## src/rtl/alu_seq.sv

```systemverilog
// Registered ALU for the multi-cycle CPU's EX stage. Single-cycle ops complete in one cycle.
// MUL (shift-add) and DIV (restoring) iterate for WIDTH cycles behind a valid/ready handshake.
module alu_seq #(
    parameter int WIDTH = 16
) (
    input  logic             clk,
    input  logic             reset_n,
    input  logic             in_valid,
    output logic             in_ready,
    input  logic [3:0]       op,
    input  logic [WIDTH-1:0] a,
    input  logic [WIDTH-1:0] b,
    output logic             out_valid,
    output logic [WIDTH-1:0] result,
    output logic [WIDTH-1:0] result_hi,
    output logic             zero,
    output logic             neg,
    output logic             ovf,
    output logic             div0,
    output logic             bcond
);

    localparam int CW = $clog2(WIDTH + 1);

    localparam logic [3:0] OP_ADD   = 4'd0;
    localparam logic [3:0] OP_SUB   = 4'd1;
    localparam logic [3:0] OP_AND   = 4'd2;
    localparam logic [3:0] OP_ORR   = 4'd3;
    localparam logic [3:0] OP_NOT   = 4'd4;
    localparam logic [3:0] OP_TCP   = 4'd5;
    localparam logic [3:0] OP_SHL   = 4'd6;
    localparam logic [3:0] OP_SHR   = 4'd7;
    localparam logic [3:0] OP_LHI   = 4'd8;
    localparam logic [3:0] OP_PASSA = 4'd9;
    localparam logic [3:0] OP_BNE   = 4'd10;
    localparam logic [3:0] OP_BEQ   = 4'd11;
    localparam logic [3:0] OP_BGZ   = 4'd12;
    localparam logic [3:0] OP_BLZ   = 4'd13;
    localparam logic [3:0] OP_MUL   = 4'd14;
    localparam logic [3:0] OP_DIV   = 4'd15;

    typedef enum logic [1:0] {IDLE, RUN, DONE} state_t;

    state_t           state_reg;
    logic [3:0]       op_reg;
    logic [WIDTH-1:0] a_reg;
    logic [WIDTH-1:0] b_reg;
    logic [WIDTH-1:0] acc_hi_reg;
    logic [WIDTH-1:0] acc_lo_reg;
    logic [CW-1:0]    cnt_reg;

    // Single-cycle datapath, evaluated straight from the request inputs.
    logic [WIDTH-1:0] sum;
    logic [WIDTH-1:0] diff;
    logic [WIDTH-1:0] sc_result;
    logic [WIDTH-1:0] sc_hi;
    logic             sc_ovf;
    logic             sc_div0;
    logic             sc_bcond;
    logic             is_long;

    assign sum     = a + b;
    assign diff    = a - b;
    assign is_long = (op == OP_MUL) || ((op == OP_DIV) && (b != '0));

    always_comb begin
        sc_result = '0;
        sc_hi     = '0;
        sc_ovf    = 1'b0;
        sc_div0   = 1'b0;
        sc_bcond  = 1'b0;
        case (op)
            OP_ADD: begin
                sc_result = sum;
                sc_ovf    = (a[WIDTH-1] == b[WIDTH-1]) && (sum[WIDTH-1] != a[WIDTH-1]);
            end
            OP_SUB: begin
                sc_result = diff;
                sc_ovf    = (a[WIDTH-1] != b[WIDTH-1]) && (diff[WIDTH-1] != a[WIDTH-1]);
            end
            OP_AND:   sc_result = a & b;
            OP_ORR:   sc_result = a | b;
            OP_NOT:   sc_result = ~a;
            OP_TCP:   sc_result = ~a + 1'b1;
            OP_SHL:   sc_result = {a[WIDTH-2:0], 1'b0};
            OP_SHR:   sc_result = {a[WIDTH-1], a[WIDTH-1:1]};
            OP_LHI:   sc_result = {b[WIDTH/2-1:0], {(WIDTH/2){1'b0}}};
            OP_PASSA: sc_result = a;
            OP_BNE:   sc_bcond  = (a != b);
            OP_BEQ:   sc_bcond  = (a == b);
            OP_BGZ:   sc_bcond  = !a[WIDTH-1] && (a != '0);
            OP_BLZ:   sc_bcond  = a[WIDTH-1];
            OP_DIV: begin
                // Only reached on the single-cycle path when b is zero.
                sc_result = '1;
                sc_hi     = a;
                sc_div0   = 1'b1;
            end
            default: ;
        endcase
    end

    // One iteration step: acc_lo holds the multiplier (MUL) or the dividend/quotient (DIV).
    logic [WIDTH:0]   mul_sum;
    logic [WIDTH:0]   div_shift;
    logic             div_ge;
    logic [WIDTH:0]   div_trial;
    logic [WIDTH-1:0] step_hi;
    logic [WIDTH-1:0] step_lo;

    assign mul_sum   = {1'b0, acc_hi_reg} + (acc_lo_reg[0] ? {1'b0, a_reg} : '0);
    assign div_shift = {acc_hi_reg, acc_lo_reg[WIDTH-1]};
    assign div_ge    = (div_shift >= {1'b0, b_reg});
    assign div_trial = div_shift - {1'b0, b_reg};

    always_comb begin
        if (op_reg == OP_DIV) begin
            step_hi = div_ge ? div_trial[WIDTH-1:0] : div_shift[WIDTH-1:0];
            step_lo = {acc_lo_reg[WIDTH-2:0], div_ge};
        end else begin
            step_hi = mul_sum[WIDTH:1];
            step_lo = {mul_sum[0], acc_lo_reg[WIDTH-1:1]};
        end
    end

    assign in_ready = (state_reg != RUN);

    always_ff @(posedge clk or negedge reset_n) begin
        if (!reset_n) begin
            state_reg  <= IDLE;
            op_reg     <= '0;
            a_reg      <= '0;
            b_reg      <= '0;
            acc_hi_reg <= '0;
            acc_lo_reg <= '0;
            cnt_reg    <= '0;
            out_valid  <= 1'b0;
            result     <= '0;
            result_hi  <= '0;
            zero       <= 1'b1;
            neg        <= 1'b0;
            ovf        <= 1'b0;
            div0       <= 1'b0;
            bcond      <= 1'b0;
        end else begin
            out_valid <= 1'b0;
            case (state_reg)
                IDLE, DONE: begin
                    if (in_valid) begin
                        op_reg <= op;
                        a_reg  <= a;
                        b_reg  <= b;
                        if (is_long) begin
                            state_reg  <= RUN;
                            cnt_reg    <= CW'(WIDTH);
                            acc_hi_reg <= '0;
                            acc_lo_reg <= (op == OP_MUL) ? b : a;
                        end else begin
                            state_reg <= DONE;
                            out_valid <= 1'b1;
                            result    <= sc_result;
                            result_hi <= sc_hi;
                            zero      <= (sc_result == '0);
                            neg       <= sc_result[WIDTH-1];
                            ovf       <= sc_ovf;
                            div0      <= sc_div0;
                            bcond     <= sc_bcond;
                        end
                    end else begin
                        state_reg <= IDLE;
                    end
                end
                RUN: begin
                    acc_hi_reg <= step_hi;
                    acc_lo_reg <= step_lo;
                    cnt_reg    <= cnt_reg - 1'b1;
                    // Last step: publish the step result directly rather than waiting a cycle.
                    if (cnt_reg == CW'(1)) begin
                        state_reg <= DONE;
                        out_valid <= 1'b1;
                        result    <= step_lo;
                        result_hi <= step_hi;
                        zero      <= (step_lo == '0);
                        neg       <= step_lo[WIDTH-1];
                        ovf       <= 1'b0;
                        div0      <= 1'b0;
                        bcond     <= 1'b0;
                    end
                end
                default: state_reg <= IDLE;
            endcase
        end
    end

endmodule

```

## config.mk

```make
export PLATFORM = sky130hd
export DESIGN_NAME = alu_seq
export DESIGN_NICKNAME = d
export VERILOG_FILES = /design/src/rtl/alu_seq.sv
export SDC_FILE = /design/constraint.sdc
export NUM_CORES = 1
export LEC_CHECK = 0
export BUFFER_PORTS_ARGS = -buffer_cell sky130_fd_sc_hd__buf_2
export CAP_MARGIN = 20
export CORE_UTILIZATION = 60
export CTS_CLUSTER_DIAMETER = 150
export CTS_CLUSTER_SIZE = 16
export DETAILED_ROUTE_END_ITERATION = 6
export PLACE_DENSITY_LB_ADDON = 0.1
export SKIP_LAST_GASP = 1
export SYNTH_ARGS = -nofsm -noshare
export SYNTH_HDL_FRONTEND = slang
export SYNTH_SLANG_ARGS = --single-unit
export TNS_END_PERCENT = 50
```

## constraint.sdc

```tcl
create_clock -name clk -period 3.5 [get_ports clk]
set_clock_uncertainty 0.05 [all_clocks]
set_input_delay 0.7 -clock clk [delete_from_list [all_inputs] [get_ports clk]]
set_output_delay 0.7 -clock clk [all_outputs]
set_load 0.02 [all_outputs]
```

=== After elaboration in Yosys (flattened, before gate mapping) ===
Index checks and enable logic that the tools add are counted.

* Bits in registers: 113
* Input bits: 39
* Output and inout port bits: 39
* Logic and storage cells: 125

* $add $sub $neg: 6
* Order comparisons: 1
* Equality and inequality tests: 30
* Multiplexer cells: 53
* Bitwise operators: 3
* Reductions and logical operators: 17

{| class="wikitable"
|+ Operator list
! kind !! number
|-
| 16-bit 2-to-1 mux || 16
|-
| 16-bit one-hot mux with 11 select lines || 1
|-
| 16-bit one-hot mux with 2 select lines || 4
|-
| 4-bit equality test (second input constant) || 9
|-
| 16-bit logical NOT || 2
|-
| 16-bit nonzero test || 2
|-
| 16-bit subtractor || 2
|-
| 16-bit by 16-bit adder with 17-bit output || 1
|-
| 17-bit by 16-bit >= comparator with 1-bit output || 1
|-
| 1-bit 2-to-1 mux || 17
|-
| 16-bit by 1-bit adder with 16-bit output (second input constant) || 1
|-
| 16-bit adder || 1
|-
| 16-bit AND || 1
|-
| 16-bit equality test || 1
|-
| 4-bit by 3-bit equality test with 1-bit output (second input constant) || 4
|-
| 16-bit inequality test || 1
|-
| 16-bit NOT || 1
|-
| 16-bit bitwise OR || 1
|-
| 1-bit one-hot mux with 2 select lines || 7
|-
| 5-bit 2-to-1 mux || 2
|-
| 5-bit one-hot mux with 2 select lines || 1
|-
| 4-bit by 2-bit equality test with 1-bit output (second input constant) || 2
|-
| 2-bit inequality test (second input constant) || 4
|-
| 2-bit 2-to-1 mux || 3
|-
| other kinds (20) || 25
|}

=== Logic depth before layout (Yosys ltp) ===
* Depth in word-level cells: 7
* Depth in mapped cells: 14

=== Least setup slack after synthesis ===
No wires, ideal clock.

* Path kind: in2reg
* From: input port a[3]
* To: register zero
* Arrival time: 3930 ps
* Data required time: 3378 ps
* Path slack: -552 ps
* Stages on the path: 13
* Buffers on the path: 2
* Path through: clkbuf_1 > inv_1 > ha_1 > clkbuf_1 > nor3_1 > a221oi_1 > a211oi_1 > nor3_1 > or4_2 > a21o_2 > a211o_1 > or4_1 > o21ai_1

* Longest elaborated chain between the ends: 7

{| class="wikitable"
|+ RTL lines
! what !! line !! text
|-
| start: declaration || 11 || <nowiki>input logic [WIDTH-1:0] a,</nowiki>
|-
| 16-bit NOT || 83, 84 ||
|-
| 16-bit by 1-bit adder with 16-bit output || 84 || <nowiki>OP_TCP: sc_result = ~a + 1'b1;</nowiki>
|-
| 16-bit one-hot mux with 11 select lines (*) || 72 || <nowiki>case (op)</nowiki>
|-
| 16-bit logical NOT (*) || 163 || <nowiki>zero <= (sc_result == '0);</nowiki>
|-
| 1-bit 2-to-1 mux (*) || 153 || <nowiki>if (is_long) begin</nowiki>
|-
| 1-bit 2-to-1 mux (*) || 149 || <nowiki>if (in_valid) begin</nowiki>
|-
| 1-bit one-hot mux with 2 select lines (*) || 147 || <nowiki>case (state_reg)</nowiki>
|-
| end signal: assignment || 163 ||
|-
| end signal: assignment || 183 || <nowiki>zero <= (step_lo == '0);</nowiki>
|-
| end: declaration || 16 || <nowiki>output logic zero,</nowiki>
|}

Mark *: on every way between the ends. The rest lies on a longest branch, timed or not. The select of a mux whose other input is x is not followed.
A chain may end at the register's enable or synchronous reset.

=== Worst setup path after layout ===
* From: input port b[1]
* To: register zero

* Longest elaborated chain between the ends: 6

{| class="wikitable"
|+ RTL lines
! what !! line !! text
|-
| start: declaration || 12 || <nowiki>input logic [WIDTH-1:0] b,</nowiki>
|-
| 16-bit subtractor (tied with other cells) || 63 || <nowiki>assign diff = a - b;</nowiki>
|-
| 16-bit one-hot mux with 11 select lines || 72 ||
|-
| 16-bit logical NOT || 163 ||
|-
| 1-bit 2-to-1 mux || 153 ||
|-
| 1-bit 2-to-1 mux || 149 ||
|-
| 1-bit one-hot mux with 2 select lines || 147 ||
|}

Parallel ways exist; a longest one is shown, timed or not. The select of a mux whose other input is x is not followed.

==> key figures <==
Place
  • Port-buffer cells: 77
  • Placed Cells: between 1500 and 2000
  • Gpl congestion: between 1 and 1.5
  • Post-DP HPWL: 31.60 mm
  • Dpl ws: -0.5228 ns
  • Dpl cell area: roughly 13000 um2

Synthesis
  • Yosys reg bits: approximately 110
  • Syn avg cell area: ~7.9 um2
  • Area leader, netlist: dfrtp_1
  • Synthesized area: between 10000 and 15000 um2
  • Synth cell types: 90
  • Post-synth ARST share: 100.0%
  • Syn nets: around 1400
  • Synth top area cells: dfrtp_1 (27%), ha_1 (10%), o21ai_0 (5.7%)
  • Seq/Total Area, Yosys: between 20 and 30%
  • Yosys top cell area share: a little over a quarter
  • Post-synth EDFFs: 0
  • Cell count after synthesis: around 1300
  • Synth Warn #: 0
  • Commonest register cell after synthesis: dfrtp_1

Power and ir drop
  • Internal Power: between 3000 and 4000 uW
  • Net load switching power: just under 3000 uW
  • Comb pwr share: 54.9%
  • Switching Share: about 45%
  • Sequential power share: ~30%
  • PD cells: slightly below 500 nW/um2
  • Total power: approximately 6600 uW
  • Leak: ~0.0063 uW
  • Clock power share: ~16%
  • Peak supply drop: roughly 540 uV

Finish
  • P&R area growth vs syn: 28.66%
  • N_diodes: 0
  • FILL cells: 1207
  • Most common cell after layout, fill and taps aside: buf_4
  • Cell Count, Final, Fillers Out: around 1800
  • Design area: 13270 um2
  • Layout cell share with drive strength beyond 1: 28.81%
  • Most frequent cells in the layout: buf_4 (260), nand2_1 (138), o21ai_0 (114)
  • Final nets: 1699

Clock network
  • CTS tree: yes
  • Number of CTS-inserted buffers: 9
  • CTS sink count: 112
  • Worst skew pair latency: about 0.37 ns
  • CTS Root Cell: clkbuf_16
  • CTS Buffer Depth: 2
  • Max H-tree Level: 3
  • Clock transition at path regs: roughly 0.08 ns

Worst hold path
  • HP Class: input port to asynchronous set/reset pin

Detailed routing
  • DRC: 0
  • Final wirelength: 40.47 mm
  • Antenna Nets Post-Route: 0
  • Drt first pass iters: 6
  • Total via count in the routed design: about 12000
  • Via density: roughly 6.6
  • WL per Instance: ~23 um
  • First DRT Iteration DRCs: approximately 1500

STA
  • Final setup viols: 1
  • Final Max Slew Viols: 0
  • Slew margin rel.: 35.38%
  • Hold slack: 0.2828 ns
  • Fin. Hold Viols: 0
  • Final setup margin: -0.06792 ns
  • Worst-Margin Slew: 0.9693 ns
  • FMAX: between 0.2 and 0.3 GHz
  • RSZ-0062 raised after global routing: true
  • Final Critical Period: ~3.6 ns
  • Fin crit share: 101.9%

Worst setup path
  • Worst EP required: around 3.8 ns
  • Nature of the critical path startpoint: input port
  • Worst setup path start: b[1]
  • CP max-delay cell: or4_4
  • R2r startpoint: acc_lo_reg[0]
  • CP arrival: approximately 3.8 ns
  • Worst Setup Path Type: input port to flip-flop
  • Crit-path cells: buf_6 -> clkinvlp_4 -> fa_2 -> buf_4 -> buf_4 -> a221oi_1 -> a21oi_1 -> a211o_1 -> nor4_2 -> nand4_1 -> or4_4 -> or4_4 -> o21ai_2
  • Flop2flop setup slack: between 0.1 and 0.15 ns
  • CP max stage delay: 0.57 ns
  • FF-to-FF path depth: 15
  • CP max FO: 5
  • Critical path capture point: zero
  • RR Endpoint: result_hi[13]
  • Crit. End Element: flip-flop

Floorplanning
  • Core Footprint: around 17000 um2
  • DIE AREA: between 15000 and 20000 um2
  • Starting Density: between 60% and 70%
  • Io pins: 78
  • Die height: roughly 130 um
  • DIE WIDTH: approximately 130 um
  • Cell Rows: 47

GRT
  • Grt total ovfl: 0
  • Largest net degree at the start of global routing: 70
  • Vias in the first global route: 11330
  • GRT Util Overall: 46.24%
  • Initial antenna violation count: 0
  • First-pass GRT wire length: about 63 mm

Job
  • Max Cap Viol: 0

Run status
  • Failing checks: negative setup slack
  • Status: finished with violations
==> per-stage QoR <==
stage	setup TNS (ns)	util, %
after CTS	0	78.52
after detailed placement	-0.8370	75.94
final	-0.06792	79.47
after global routing	-0.1097	79.47
after floorplan	-0.1444	-
after global placement	-0.6425	75.94
==> power groups by stage <==
| stage | Combinational [uW] | Sequential, uW | Clock (uW) |
|---|---|---|---|
| floorplan | 2150 | 2000 | 0 |
| global placement | 3310 | 1940 | 0 |
| detailed placement | 3410 | 1960 | 0 |
| CTS | 3480 | 1940 | 1020 |
| global route | 3910 | 1990 | 1060 |
| finish | 3630 | 1950 | 1030 |
==> cell families (layout without fill, tap and decap cells) <==
family	Yosys count	count (layout)	share of synthesized area [%]
AO/OA/AOI/OAI	428	428	27.22
XOR/XNOR	36	36	3.057
adder cells (fa/ha/maj)	89	89	11.09
buffers and inverters	167	434	7.047
flip-flops	112	112	27.18
multiplexers	33	33	3.263
AND/OR/NAND/NOR	444	444	21.14
==> per-layer routing <==
metal / GRT usage, % / wire (um) / vias up
met4: 28.41 / 2675 / 0
li1: - / - / 5278
met5: 0 / 0 / -
met2: 71.18 / 17890 / 831
met1: 60.32 / 15540 / 5516
met3: 8.752 / 4370 / 169
==> worst max-delay path: cells and delay by family <==
family          cells  cell delay [ns]
compound gates      4             0.73
buf+inv             4             0.52
fa+ha+maj           1             0.42
simple gates        4             1.45
==> synthesized netlist by cell type, drive strengths merged, types with 4 or more instances <==
library cell	instances
o21bai	4
or3	12
nand2b	15
nor2	115
and3	10
nand4	10
nand2	138
a21o	19
nor4b	7
o22ai	7
inv	76
a221oi	11
o221a	5
o21ai	120
nor2b	11
nor3b	7
nand3	30
a22oi	9
ha	85
a211oi	19
buf	22
clkbuf	69
a31oi	16
mux2i	28
xnor2	20
mux2	5
dfrtp	111
o211ai	10
o21a	10
nor4	14
or2	7
a21oi	105
o221ai	17
a211o	13
xor2	16
o311ai	4
and2	22
a21boi	4
fa	4
nor3	29
o31ai	4
a221o	5
or4	6
a22o	4
==> what timing repair did <==
action,CTS,global route
endpoints found under the setup margin,1,15
resized for setup,24,35
hold buffers,0,0
buffers inserted,5,4
pin swaps,12,26
==> cell type report <==
cell class              count  area [um2]  share of cell area (%)
inverters                  76       296.5                   2.234
flip-flops and latches    112        2805                   21.14
well taps                 220       275.3                   2.074
repair buffers            342        2456                   18.51
clock buffers              11       232.7                   1.754
clock inverters             5       48.80                  0.3677
multi-input cells        1030        7157                   53.93
==> worst min path at each step <==
| stage | to | slack (ns) | cells after the start |
|---|---|---|---|
| finish | result_hi[6] | 0.28 | 1 |
| global route | result_hi[6] | 0.32 | 1 |
| CTS | result_hi[6] | 0.30 | 1 |
| detailed placement | a_reg[2] | 0.41 | 2 |
| global placement | a_reg[14] | 0.40 | 2 |
| floorplan | a_reg[0] | 0.35 | 0 |
Power figures use the tool's default switching activity.
